## src/rtl/pwm_pkg.sv

```systemverilog
// Shared constants, output-mode decode and PWM level helper for the PWM peripheral.
package pwm_pkg;

  localparam int PWM_WIDTH       = 8;
  localparam int NUM_OUT         = 16;
  localparam int CLK_DIV_DEFAULT = 4;

  localparam logic [PWM_WIDTH-1:0] DUTY_FULL = '1;

  typedef enum logic [1:0] {
    OUT_OFF  = 2'd0,
    OUT_HIGH = 2'd1,
    OUT_PWM  = 2'd2
  } out_mode_e;

  function automatic out_mode_e decode_mode(input logic enable, input logic pwm_sel);
    if (!enable)      return OUT_OFF;
    else if (!pwm_sel) return OUT_HIGH;
    else              return OUT_PWM;
  endfunction

  // Full scale is forced high so 0xFF never shows a one-count low glitch.
  function automatic logic pwm_level(input logic [PWM_WIDTH-1:0] cnt,
                                     input logic [PWM_WIDTH-1:0] duty);
    return (duty == DUTY_FULL) ? 1'b1 : (cnt < duty);
  endfunction

endpackage

```

## src/rtl/pwm_timebase.sv

```systemverilog
// Prescaler plus shared 8-bit PWM counter; tick and wrap are combinational strobes.
module pwm_timebase
  import pwm_pkg::*;
#(
  parameter int CLK_DIV = CLK_DIV_DEFAULT
) (
  input  logic                 clk,
  input  logic                 rst,
  output logic                 tick,
  output logic [PWM_WIDTH-1:0] pwm_cnt,
  output logic                 wrap
);

  localparam int              PRE_W    = (CLK_DIV > 1) ? $clog2(CLK_DIV) : 1;
  localparam logic [PRE_W-1:0] PRE_LAST = PRE_W'(CLK_DIV - 1);

  logic [PRE_W-1:0] prescaler;

  assign tick = (prescaler == PRE_LAST);
  assign wrap = tick && (pwm_cnt == '1);

  always_ff @(posedge clk) begin
    if (rst) begin
      prescaler <= '0;
      pwm_cnt   <= '0;
    end else begin
      prescaler <= tick ? '0 : prescaler + PRE_W'(1);
      if (tick) pwm_cnt <= pwm_cnt + PWM_WIDTH'(1);
    end
  end

endmodule

```

## src/rtl/pwm_peripheral.sv

```systemverilog
// 16-output PWM peripheral: per-bit off/high/PWM mux driven by one shared timebase.
module pwm_peripheral
  import pwm_pkg::*;
#(
  parameter int CLK_DIV = CLK_DIV_DEFAULT
) (
  input  logic               clk,
  input  logic               rst,
  input  logic [7:0]         en_reg_out_7_0,
  input  logic [7:0]         en_reg_out_15_8,
  input  logic [7:0]         en_reg_pwm_7_0,
  input  logic [7:0]         en_reg_pwm_15_8,
  input  logic [7:0]         pwm_duty_cycle,
  output logic [NUM_OUT-1:0] out,
  output logic               period_start
);

  logic                 tick;
  logic                 wrap;
  logic [PWM_WIDTH-1:0] pwm_cnt;
  logic [PWM_WIDTH-1:0] cnt_nxt;
  logic [PWM_WIDTH-1:0] duty_active;
  logic [PWM_WIDTH-1:0] duty_nxt;
  logic [NUM_OUT-1:0]   en_all;
  logic [NUM_OUT-1:0]   pwm_all;
  logic [NUM_OUT-1:0]   out_nxt;
  logic [NUM_OUT-1:0]   out_p0;
  logic                 pwm_wave;

  pwm_timebase #(.CLK_DIV(CLK_DIV)) u_timebase (
    .clk     (clk),
    .rst     (rst),
    .tick    (tick),
    .pwm_cnt (pwm_cnt),
    .wrap    (wrap)
  );

  assign en_all  = {en_reg_out_15_8, en_reg_out_7_0};
  assign pwm_all = {en_reg_pwm_15_8, en_reg_pwm_7_0};

  // Output is built from the post-edge counter and duty so the first value of a
  // new period lands in the same clock as period_start.
  assign cnt_nxt  = tick ? pwm_cnt + PWM_WIDTH'(1) : pwm_cnt;
  assign duty_nxt = wrap ? pwm_duty_cycle : duty_active;
  assign pwm_wave = pwm_level(cnt_nxt, duty_nxt);

  always_comb begin
    out_nxt = '0;
    for (int i = 0; i < NUM_OUT; i++) begin
      case (decode_mode(en_all[i], pwm_all[i]))
        OUT_HIGH: out_nxt[i] = 1'b1;
        OUT_PWM:  out_nxt[i] = pwm_wave;
        default:  out_nxt[i] = 1'b0;
      endcase
    end
  end

  // ---- stage p0: registered drive values, shadow duty, period marker ----
  always_ff @(posedge clk) begin
    if (rst) begin
      duty_active  <= '0;
      out_p0       <= '0;
      period_start <= 1'b0;
    end else begin
      duty_active  <= duty_nxt;
      out_p0       <= out_nxt;
      period_start <= wrap;
    end
  end

  assign out = out_p0;

endmodule

```

## config.mk

```make
export PLATFORM = sky130hd
export DESIGN_NAME = pwm_peripheral
export DESIGN_NICKNAME = d
export VERILOG_FILES = /design/src/rtl/pwm_pkg.sv /design/src/rtl/pwm_timebase.sv /design/src/rtl/pwm_peripheral.sv
export SDC_FILE = /design/constraint.sdc
export NUM_CORES = 1
export LEC_CHECK = 0
export CAP_MARGIN = 10
export CORE_ASPECT_RATIO = 1.1
export CORE_MARGIN = 2
export CORE_UTILIZATION = 40
export CTS_CLUSTER_SIZE = 10
export DETAILED_ROUTE_END_ITERATION = 8
export PLACE_DENSITY = 0.88
export SLEW_MARGIN = 20
export SYNTH_ARGS = -nofsm -noshare
export SYNTH_HDL_FRONTEND = slang
export SYNTH_SLANG_ARGS = --single-unit
```

## constraint.sdc

```tcl
create_clock -name clk -period 2.9 [get_ports clk]
set_input_delay 0.87 -clock clk [delete_from_list [all_inputs] [get_ports clk]]
set_output_delay 0.87 -clock clk [all_outputs]
set_load 0.1 [all_outputs]
```

# Yosys cells after proc, flatten, opt, wreduce, memory -nomap -nowiden
# Index checks and enable logic that the tools add are counted.
[totals]
regBits = 35
latch_bits = 0
mem_bits_rw = 0
romBits = 0
inputBits = 42
mem_count = 0
[classes]
add_sub_neg = 2
n_mul = 0
div = 0
n_lt_le_gt_ge = 1
n_eq_ne = 35
n_shift = 0
n_mux = 51
bitwise = 0
reduce_logical = 2
[op_table]
columns = ["operator", "n"]
rows = [
  ["$mux 2", 32],
  ["$eq 2x2->1 const B", 17],
  ["$eq 2x1->1 const B", 16],
  ["$pmux 1 s2", 16],
  ["$eq 8x8->1 const B", 2],
  ["$mux 8", 2],
  ["$add 8x1->8 const B", 1],
  ["$lt 8x8->1", 1],
  ["$add 2x1->2 const B", 1],
  ["$reduce_or 2->1", 1],
  ["$logic_and 1x1->1", 1],
  ["$mux 1", 1],
]

# Logic depth before layout (Yosys ltp)
# Gate-level depths: netlist of the first run.
[depth]
depth_word = 6
depth_mapped = 13

# Hierarchy
# A second synthesis of the first run with hierarchy kept.
[hier_totals]
cells_unflattened = 167
hier_area_um2 = 1669.1
[modules_own_cells]
columns = ["module", "n_inst", "cells_per_inst", "area_each_um2", "seq_area_each_um2"]
rows = [
  ["pwm_peripheral", 1, 123, 1249.9, 500.5],
  ["pwm_timebase", 1, 44, 419.2, 200.2],
]

# Worst setup path after synthesis of the first run
# OpenSTA, ideal clock, no wires.
[synth_timing]
path_kind = "reg-to-reg"
startpoint = "reg u_timebase.prescaler[0]"
endpoint = "reg out_p0[10], in the netlist out[10]"
setup_ps = 141
arrival_time_ps = 2589
setup_slack_ps = 171
stages_incl_launch_ff = 13
synth_period_minus_slack_ps = 2729
cell_sequence = "dfxtp_1 > ha_1 > buf_4 > nand4_4 > nor2_2 > mux2i_1 > ha_1 > inv_1 > o2111ai_1 > o2111ai_1 > o31ai_2 > buf_6 > a311oi_2"
[synth_via]
elab_chain_len = 6
word_cells_on_any_way = 8
classes_between = "order compare: 1; eq/ne: 2; mux: 4; reduce/logical: 1"
[synth_rtl]
columns = ["item", "line", "text"]
rows = [
  ["start: declaration", "pwm_timebase.sv:17", "logic [PRE_W-1:0] prescaler;"],
  ["start signal: assignment", "pwm_timebase.sv:27", "prescaler <= tick ? '0 : prescaler + PRE_W'(1);"],
  ["$eq 2x2->1 *", "pwm_timebase.sv:19", "assign tick = (prescaler == PRE_LAST);"],
  ["$logic_and 1x1->1", "pwm_timebase.sv:20", "assign wrap = tick && (pwm_cnt == '1);"],
  ["$mux 8", "pwm_peripheral.sv:44", "assign duty_nxt = wrap ? pwm_duty_cycle : duty_active;"],
  ["$lt 8x8->1 / $eq 8x8->1 (equally long branches)", "pwm_pkg.sv:25", "return (duty == DUTY_FULL) ? 1'b1 : (cnt < duty);"],
  ["$mux 1 *", "pwm_pkg.sv:25", ""],
  ["$pmux 1 s2 *", "pwm_peripheral.sv:50", "case (decode_mode(en_all[i], pwm_all[i]))"],
  ["end signal: assignment", "pwm_peripheral.sv:66", "out_p0 <= out_nxt;"],
  ["end: declaration", "pwm_peripheral.sv:27", "logic [NUM_OUT-1:0] out_p0;"],
]
# Mark *: on every way between the ends. The rest lies on a longest branch, timed or not.
# A chain may end at the register's enable or synchronous reset.

# Worst setup path in the final report of the first run
[layout_timing]
startpoint = "reg u_timebase.prescaler[0]"
endpoint = "reg out_p0[0], in the netlist out[0]"
[layout_via]
word_cells_on_any_way = 8
classes_between = "order compare: 1; eq/ne: 2; mux: 4; reduce/logical: 1"
[layout_rtl]
columns = ["item", "line", "text"]
rows = [
  ["$eq 2x2->1", "pwm_timebase.sv:19", ""],
  ["$mux 8", "-", ""],
  ["via cnt_nxt[7]", "pwm_peripheral.sv:21", "logic [PWM_WIDTH-1:0] cnt_nxt;"],
  ["$lt 8x8->1", "pwm_pkg.sv:25", ""],
  ["$mux 1", "pwm_pkg.sv:25", ""],
  ["$pmux 1 s2", "pwm_peripheral.sv:50", ""],
]
# The timed path passes the listed nets, and every way through them passes these cells.

==> impl_results.md, run 1 <==
- Total CTS buffers: 5
- DP HPWL: between 2000 and 3000 µm
- Clock Power Share: approximately 33%
- Peak supply drop: ~0.19 mV
- Wire per inst: around 14 µm
- IO Port Bufs: 58
- Clock Pin Slew Worst Setup and Hold Paths: around 0.07 ns
- Critical Path RT: between 3 and 4 ns
- CTS tree: built
- Hold Buf Count CTS: 0
- Worst setup path class: reg2reg
- Tmin final: 2.74 ns
- Max-slew violations: 0
- Top cell type's share of synthesized area: 42.8%
- Crit path top cell by count: nand4_1
- Least-Margin Pin Slew: 0.423 ns
- Net switching power: 289 µW
- WHS: between 0.4 and 0.5 ns
- Syn. warnings: 0
- I/O pin cnt: 59
- Critical path fanouts, max: 16
- Lkg Pwr: approximately 0.001 µW
- Skew final: between 0.006 and 0.007 ns
- Number of global-route vias before repair: ~1.4k
- P per Cell Area: between 400 and 500 mW/mm²
- Post-synth EDFFs: 0
- Longest Clk Path Bufs: 2
- Path type of the worst min-delay path: reg2reg
- Sequential-to-total area share from yosys stat: 42.8%
- Maximum number of pins on one net before global-route repair: 36
- Relative slew slack: between 70% and 80%
- Routed wire length: between 4000 and 5000 µm
- Final hold vios: 0
- Sinks on Clock Net: 35
- Fmax: 365 MHz
- Slowest CP cell: dfxtp_1
- Initial Utilization: between 40% and 50%
- DRC: 0
- Endpoints failing setup: 0
- Worst-Skew Late Latency: about 0.29 ns
- First-pass DRT Iterations: 4
- Clock Tree Root: clkbuf_8
- FF+latch area: 701 µm²
- Worst slack, placed: -0.0931 ns
- CP Cell Sequence: ha_4 -> nand4_1 -> nor2_2 -> nand4_1 -> xnor2_2 -> ha_1 -> a211oi_1 -> o21ai_0 -> a41oi_2 -> o31ai_2 -> buf_12 -> a311oi_1
- CP Buf/Inv Count: 1
- First-pass GRT wire length: around 6400 µm
- Multi-input logic area: around 870 µm²
- Yosys reg bits: 35
- Reg power frac: between 40% and 50%
- Crit start category: register
- Synth-to-Final Area Change: 48.6%
- Worst EP arrival: a little under 3 ns
- Cells after DPL: approximately 270
- Initial DRC count: 50
- Diode count: 0
- Syn avg cell area: ~10 µm²
- H-tree levels: 2
- Int Power: approximately 740 µW
- Placer Congestion: a little under 0.8
- Share of cells above drive strength 1: 25.1%
- Post-synthesis cell area: ~0.0016 mm²
- Synth top area cells: dfxtp_1, a311oi_2, ha_1, inv_1, mux2i_1
- Post-synth top flop: dfxtp_1
- Core area: 0.00393 mm²
- Final worst-path cycle share: 94.6%
- Ys async rst share: 0%
- Nets@finish: 280
- Syn nets: about 210
- Antenna violations before repair: 0
- Combinational group share of total power: between 15 and 20%
- Synth Instances: roughly 160
- Post-DRT Antenna Nets: 0
- Vias: about 1.4k
- Die footprint: ~0.0046 mm²
- Dominant cell type by area after synthesis: dfxtp_1
- Number of filler cells placed in the layout: between 300 and 400
- Vias per inst: 5.11
- CP delay by family, top: compound AO/OA/AOI/OAI gates
- Post-route insts no fill: 283
- Die width: approximately 65 µm
- Chip height: 71.1 µm
- Synth cell types: 36
- Gr ovfl total: 0
- Finished Core Util: between 60% and 70%
- CP max stage delay: between 0.3 and 0.4 ns
- Max-Cap Viols: 0
- Overall Global Routing Usage: about 18%
- Outcome: complete, no violations
- Sw Ratio: 28.0%
- CP Capture Type: register
- Row count: 24
- Setup ws final: between 0.15 and 0.2 ns
[synthesized netlist by cell type, types with 2 or more instances]
library cell,number
clkbuf_1,3
nor3_1,3
o21ai_0,5
buf_4,2
o2111ai_1,2
mux2i_1,6
ha_1,8
inv_1,19
nand4_1,6
a21oi_1,7
nor2b_1,8
dfxtp_1,35
xnor2_1,6
nor2_1,10
a311oi_2,10
a311oi_1,6
nand2_1,6
[path summary, 6_finish.rpt]
check                          startpoint                      end  slack [ns]  cells past startpoint
setup / recovery  u_timebase.prescaler[0]                   out[0]        0.16                     12
hold / removal    u_timebase.prescaler[0]  u_timebase.prescaler[0]        0.49                      1
setup reg to reg  u_timebase.prescaler[0]                   out[0]        0.16                     12
hold reg to reg   u_timebase.prescaler[0]  u_timebase.prescaler[0]        0.49                      1
[power groups by stage]
stage / clock [µW] / combinational, µW / sequential, µW
final: 341 / 189 / 502
after global routing: 369 / 199 / 504
after CTS: 342 / 187 / 500
after detailed placement: 0 / 187 / 511
after global placement: 0 / 184 / 511
after floorplan: 0 / 35.6 / 580
[placed cells by master (no fill, tap or decap), types with 2 or more instances in the layout]
| cell type | synthesis | final |
|---|---|---|
| a311oi_1 | 6 | 6 |
| o21ai_0 | 5 | 5 |
| mux2i_1 | 6 | 5 |
| buf_4 | 2 | 26 |
| nand4_1 | 6 | 6 |
| ha_4 | 0 | 2 |
| xnor2_1 | 6 | 5 |
| o2111ai_1 | 2 | 2 |
| a311oi_2 | 10 | 10 |
| inv_1 | 19 | 19 |
| a21oi_1 | 7 | 7 |
| dfxtp_1 | 35 | 35 |
| nor2_1 | 10 | 9 |
| ha_1 | 8 | 6 |
| nor3_1 | 3 | 3 |
| nand2_1 | 6 | 6 |
| clkbuf_1 | 3 | 2 |
| clkbuf_8 | 0 | 5 |
| nor2b_1 | 8 | 8 |
| buf_12 | 0 | 2 |
| clkdlybuf4s50_1 | 0 | 41 |
[registers in the layout (all words and copies together), names as in the netlist]
name / count
duty_active: 8
period_start: 1
u_timebase.pwm_cnt: 8
u_timebase.prescaler: 2
out: 16
[layer usage]
metal	routed length [µm]	share of wire [%]	up-vias	GRT usage [%]
met5	0	0	-	0
met4	83	2.0	0	6.62
met3	140	3.4	10	5.25
met2	2280	56	32	31.6
met1	1580	39	681	20.0
li1	-	-	722	-
[stage by stage]
stage | cell area (µm²) | TNS [ns] | power (µW)
floorplan | 1640 | 0 | 616
global placement | 2270 | 0 | 695
detailed placement | 2270 | -0.574 | 698
CTS | 2360 | 0 | 1030
global route | 2430 | -0.0871 | 1070
finish | 2430 | 0 | 1030
[cell families (layout without fill, tap and decap cells)]
| group | Yosys count | count (layout) | share of synthesized area (%) |
|---|---|---|---|
| buffers and inverters | 26 | 96 | 6.89 |
| muxes | 7 | 7 | 4.36 |
| adders and majority gates | 8 | 8 | 6.12 |
| xor gates and xnor gates | 7 | 7 | 3.75 |
| and+or+nand+nor | 43 | 43 | 15.7 |
| DFF | 35 | 35 | 42.8 |
| AOI/OAI and AO/OA | 35 | 35 | 20.4 |
[layout make-up]
| class | instances | share of cell area, % |
|---|---|---|
| multi-input cells | 100 | 35.6 |
| flip-flops and latches | 35 | 28.8 |
| repair buffers | 69 | 26.6 |
| clock buffers | 7 | 3.14 |
| inverters | 19 | 2.94 |
| well taps | 52 | 2.68 |
| clock inverters | 1 | 0.206 |
[timing repair]
action | CTS | global route
resized for setup | 1 | 7
buffers inserted | 0 | 4
pin swaps | 0 | 2
endpoints found under the setup margin | 2 | 16
Note: power is estimated with default switching activity, not from simulation.
==> inputs of run 2 (changes only) <==
--- a/config.mk
+++ b/config.mk
@@ -12,6 +12,7 @@
 export CTS_CLUSTER_SIZE = 10
 export DETAILED_ROUTE_END_ITERATION = 8
 export PLACE_DENSITY = 0.88
+export SETUP_SLACK_MARGIN = 0.05
 export SLEW_MARGIN = 20
 export SYNTH_ARGS = -nofsm -noshare
 export SYNTH_HDL_FRONTEND = slang
==> run 2 against run 1 <==
Against the previous run: global-route usage unchanged; hold slack got worse by 0.049 ns; non-clock buffer count unchanged; clock skew about the same; die area unchanged; wire length increased by 0.29%; utilization increased by 0.22 points; critical endpoint is now out[14]; cell area increased by 0.36%; combinational power about the same; sequential power about the same.
==> impl_results.md, run 2 (synthesized netlist as in run 1, its figures left out) <==
- Worst-Skew Late Latency: 0.29 ns (about the same)
- Least-Margin Pin Slew: 0.425 ns (+0.00202 ns)
- Worst setup path class: reg2reg
- Synth-to-Final Area Change: 49.1%
- CP Buf/Inv Count: 1 (unchanged)
- Initial DRC count: 53 (+6.0%)
- Tmin final: 2.67 ns (-0.0742 ns)
- Global Route met1 Usage: 20.0% (unchanged)
- Critical Path RT: 3.10 ns (about the same)
- Path type of the worst min-delay path: reg2reg
- CTS tree: built
- Vias per inst: 5.07 (-0.62%)
- WHS: 0.439 ns (-0.0492 ns)
- Clock Power Share: 33.1% (about the same)
- CP Capture Type: register
- First-pass DRT Iterations: 5 (+1)
- Sw Ratio: 28.1% (+0.091 points)
- Vias: 1,436 (-0.62%)
- Crit path top cell by count: nand4_1
- Final worst-path cycle share: 92.0% (-2.6 points)
- DRC: 0 (unchanged)
- Fmax: 375 MHz (+2.8%)
- Clock Pin Slew Worst Setup and Hold Paths: 0.07 ns (about the same)
- Relative slew slack: 71.7% (-0.13 points)
- Initial Utilization: 41.6% (unchanged)
- Diode count: 0 (unchanged)
- Critical path fanouts, max: 16 (unchanged)
- Placer Congestion: 0.791 (unchanged)
- Die width: 65.0 µm (unchanged)
- P per Cell Area: 425 mW/mm² (-0.11%)
- Number of global-route vias before repair: 1,414 (unchanged)
- Routed wire length: 4100 µm (+0.29%)
- Wire per inst: 14.5 µm (+0.29%)
- Gr ovfl total: 0 (unchanged)
- Post-DRT Antenna Nets: 0 (unchanged)
- Combinational group share of total power: 18.3% (about the same)
- Reg power frac: 48.6% (about the same)
- Final hold vios: 0 (unchanged)
- Die footprint: 0.00462 mm² (unchanged)
- Commonest cells after routing, fill and taps aside: clkdlybuf4s50_1, dfxtp_1, buf_4
- Antenna violations before repair: 0 (unchanged)
- GRT Max-Usage Layer: met2
- Max-Cap Viols: 0 (unchanged)
- GR Util met3: 5.25% (unchanged)
- Core area: 0.00393 mm² (unchanged)
- CP Cell Sequence: ha_4 -> nand4_1 -> nor2_2 -> nand4_1 -> xnor2_2 -> ha_1 -> a211oi_1 -> o21ai_0 -> a41oi_2 -> o31ai_2 -> buf_12 -> a311oi_1
- CP delay by family, top: compound AO/OA/AOI/OAI gates
- Worst slack, placed: -0.0931 ns (unchanged)
- Outcome: complete, no violations
- Chip height: 71.1 µm (unchanged)
- Worst EP arrival: 2.87 ns (-0.07 ns)
- Nets@finish: 280 (unchanged)
- Peak supply drop: 0.243 mV (+29%)
- Commonest non-fill, non-tap cell in the layout: clkdlybuf4s50_1
- Placed cell areas: 0.00227 mm² (unchanged)
- Crit start category: register
- H-tree levels: 2 (unchanged)
- Row count: 24 (unchanged)
- Net switching power: 291 µW (+0.57%)
- Finished Core Util: 62.0% (+0.22 points)
- Maximum number of pins on one net before global-route repair: 36 (unchanged)
- First-pass GRT wire length: 6380 µm (unchanged)
- Sinks on Clock Net: 35 (unchanged)
- Total chip power: 1040 µW (+0.25%)
- Endpoints failing setup: 0 (unchanged)
- IO Port Bufs: 58 (unchanged)
- CP max stage delay: 0.35 ns (-0.03 ns)
- Lkg Pwr: 0.000978 µW (+0.16%)
- Max-slew violations: 0 (unchanged)
- RSZ-0062 raised after global routing: false
- Slowest CP cell: dfxtp_1
- Setup ws final: 0.232 ns (+0.0742 ns)
- Int Power: 745 µW (+0.12%)
- Post-route cell area: 0.00244 mm² (+0.36%)
- DP HPWL: 2930 µm (unchanged)
- Overall Global Routing Usage: 17.8% (unchanged)
- Met2 Use GR: 31.6% (unchanged)
- Longest Clk Path Bufs: 2 (unchanged)
- R2R Setup Slk: 0.23 ns (+0.07 ns)
- Skew final: 0.00683 ns (+0.0000310 ns)
- Share of cells above drive strength 1: 26.4% (+1.3 points)
- Total CTS buffers: 5 (unchanged)
- Max FFs per register: 16 (unchanged)
- I/O pin cnt: 59 (unchanged)
- Clock Tree Root: clkbuf_8
[run 2: cell counts in the layout (fill, tap and decap cells not counted)]
No cell type changed its count.
[run 2: what timing repair did]
item | in CTS | in global routing
buffers inserted | 0 | 4
gates resized for setup | 1 | 10
hold buffers | 0 | 0
pin swaps | 0 | 2
endpoints found under the setup margin | 16 | 16
[run 2: stage by stage]
| step | setup TNS [ns] | cells |
|---|---|---|
| after floorplan | 0 | 161 |
| after global placement | 0 | 271 |
| after detailed placement | -0.574 | 271 |
| after CTS | 0 | 279 |
| after global routing | 0 | 283 |
| final | 0 | 283 |
[run 2: power groups by stage]
stage,Sequential (µW),Combinational [µW],Clock (µW)
finish,503,190,343
floorplan,580,35.6,0
global placement,511,184,0
CTS,500,187,342
detailed placement,511,187,0
global route,504,200,370
[run 2: per-layer routing]
layer / vias to the layer above / wire (µm)
met4: 0 / 83
li1: 721 / -
met1: 683 / 1610
met3: 10 / 122
met5: - / 0
met2: 22 / 2280
[run 2: cell type report]
class,count,area [µm²]
fill,320,1500
multi-input combinational,100,872
sequential,35,703
timing repair buffer,69,646
clock buffer,7,76.3
inverter,19,71.3
tap,52,65.1
clock inverter,1,5.00
[run 2: worst paths after layout]
check,from,endpoint,depth (start not counted)
setup reg to reg,u_timebase.prescaler[1],out[14],12
setup / recovery,u_timebase.prescaler[1],out[14],12
hold reg to reg,u_timebase.prescaler[0],u_timebase.prescaler[0],1
hold / removal,u_timebase.prescaler[0],u_timebase.prescaler[0],1
==> inputs of run 3 (changes only) <==
--- a/config.mk
+++ b/config.mk
@@ -7,7 +7,7 @@
 export LEC_CHECK = 0
 export CAP_MARGIN = 10
 export CORE_ASPECT_RATIO = 1.1
-export CORE_MARGIN = 2
+export CORE_MARGIN = 8
 export CORE_UTILIZATION = 40
 export CTS_CLUSTER_SIZE = 10
 export DETAILED_ROUTE_END_ITERATION = 8
==> run 3 against run 2 <==
Against the previous run: non-clock buffer count up 1; via count up 0.91%; sequential share of layout area down 0.54 points; die area up 38%.
==> impl_results.md, run 3 (synthesized netlist as in run 1, its figures left out) <==
- Lkg Pwr: 0.000991 µW (+1.3%)
- Nets@finish: 281 (+0.36%)
- Clock Pin Slew Worst Setup and Hold Paths: 0.08 ns (about the same)
- Max-Cap Viols: 0 (unchanged)
- Peak supply drop: 0.290 mV (+19%)
- IO Port Bufs: 58 (unchanged)
- Commonest non-fill, non-tap cell in the layout: clkdlybuf4s50_1
- Critical path fanouts, max: 16 (unchanged)
- CP Buf/Inv Count: 2 (+1)
- Worst setup path class: reg2reg
- Path type of the worst min-delay path: reg2reg
- Chip height: 83.1 µm (+17%)
- Die width: 77.0 µm (+18%)
- Max FFs per register: 16 (unchanged)
- Least-Margin Pin Slew: 0.455 ns (+0.0299 ns)
- Clock Tree Root: clkbuf_8
- Placer Congestion: 0.828 (+4.7%)
- First-pass GRT wire length: 7310 µm (+15%)
- Core area: 0.00393 mm² (unchanged)
- Total CTS buffers: 5 (unchanged)
- Commonest cells after routing, fill and taps aside: clkdlybuf4s50_1, dfxtp_1, buf_4
- Worst EP arrival: 2.89 ns (+0.02 ns)
- DRC: 0 (unchanged)
- Crit path top cell by count: ha_2
- Sinks on Clock Net: 35 (unchanged)
- Share of cells above drive strength 1: 31.0% (+4.6 points)
- First-pass DRT Iterations: 4 (-1)
- Slowest CP cell: dfxtp_1
- Crit start category: register
- Number of global-route vias before repair: 1,534 (+8.5%)
- P per Cell Area: 422 mW/mm² (-0.73%)
- CTS tree: built
- Vias per inst: 5.10 (+0.55%)
- CP delay by family, top: adder cells
- Synth-to-Final Area Change: 52.3%
- H-tree levels: 2 (unchanged)
- Placed cell areas: 0.00229 mm² (+0.66%)
- Vias: 1,449 (+0.91%)
- CP Capture Type: register
- Die footprint: 0.00639 mm² (+38%)
- Final worst-path cycle share: 93.0% (+0.94 points)
- Gr ovfl total: 0 (unchanged)
- Initial DRC count: 110 (+110%)
- Critical Path RT: 3.10 ns (about the same)
- CP Cell Sequence: ha_2 -> nand4_4 -> nor2_4 -> buf_4 -> mux2i_2 -> ha_2 -> o21ai_0 -> a21oi_1 -> nor2_1 -> nor3_2 -> buf_12 -> a311oi_2
- Routed wire length: 4540 µm (+11%)
- I/O pin cnt: 59 (unchanged)
- Maximum number of pins on one net before global-route repair: 36 (unchanged)
- Cells after DPL: 273 (+0.74%)
- Initial Utilization: 41.6% (unchanged)
- Post-route insts no fill: 284 (+0.35%)
- Endpoints failing setup: 0 (unchanged)
- Post-DRT Antenna Nets: 0 (unchanged)
- Post-route cell area: 0.00249 mm² (+2.1%)
- Relative slew slack: 69.7% (-2.0 points)
- Worst-Skew Late Latency: 0.29 ns (about the same)
- Tmin final: 2.70 ns (+0.0274 ns)
- Wire per inst: 16.0 µm (+10%)
- Finished Core Util: 63.3% (+1.3 points)
- Diode count: 0 (unchanged)
- DP HPWL: 3240 µm (+11%)
- Row count: 24 (unchanged)
- Overall Global Routing Usage: 14.2% (-3.6 points)
- Max-slew violations: 0 (unchanged)
- Fmax: 371 MHz (-1.0%)
- Longest Clk Path Bufs: 2 (unchanged)
- Outcome: complete, no violations
- Number of filler cells placed in the layout: 312 (-2.5%)
- Skew final: 0.00523 ns (-0.00160 ns)
- Hold Buf Count CTS: 0 (unchanged)
- Final hold vios: 0 (unchanged)
- RSZ-0062 raised after global routing: false
- R2R Setup Slk: 0.20 ns (-0.03 ns)
- Antenna violations before repair: 0 (unchanged)
- CP max stage delay: 0.38 ns (+0.03 ns)
run 3: worst paths after layout:
check                            endpoint  cells after the start               startpoint
setup / recovery                  out[13]                     12    u_timebase.pwm_cnt[0]
hold / removal    u_timebase.prescaler[0]                      1  u_timebase.prescaler[0]
setup reg to reg                  out[13]                     12    u_timebase.pwm_cnt[0]
hold reg to reg   u_timebase.prescaler[0]                      1  u_timebase.prescaler[0]
run 3: cell type report:
class	instances	area (µm²)	share of cell area, %
timing repair buffer	70	653	26.2
sequential	35	704	28.3
inverter	19	71.3	2.86
multi-input combinational	100	911	36.6
tap	52	65.1	2.61
clock buffer	6	72.6	2.91
clock inverter	2	12.5	0.503
run 3: stage by stage:
stage          power, µW  hold WS [ns]  TNS, ns  worst slack (ns)
2_1_floorplan        616         0.404        0             0.171
3_3_place_gp         696         0.413        0           0.00792
3_5_place_dp         700         0.424   -0.338            -0.123
4_1_cts             1050         0.439        0             0.110
5_1_grt             1090         0.447        0            0.0265
6_report            1050         0.431        0             0.204
run 3: routing by layer:
metal / wire length, µm / GRT usage [%] / vias to the layer above
li1: - / - / 717
met1: 1690 / 13.9 / 681
met2: 2580 / 26.8 / 40
met3: 159 / 3.77 / 11
met4: 114 / 6.30 / 0
met5: 0 / 0 / -
run 3: report_power, final:
| part | total, µW | switching, µW | internal [µW] |
|---|---|---|---|
| sequential | 502 | 6.76 | 496 |
| clock | 352 | 184 | 168 |
| combinational | 195 | 113 | 82.2 |
| total | 1050 | 304 | 746 |
run 3: worst reg2reg max path: stages (launching register included):
cell	delay, ns
dfxtp_1	0.38
ha_2	0.24
nand4_4	0.13
nor2_4	0.22
buf_4	0.18
mux2i_2	0.25
ha_2	0.32
o21ai_0	0.17
a21oi_1	0.07
nor2_1	0.12
nor3_2	0.07
buf_12	0.17
a311oi_2	0.28
run 3: what timing repair did:
item	in CTS	in global routing
buffers inserted	0	3
endpoints found under the setup margin	3	16
resized for setup	5	16
pin swaps	0	7
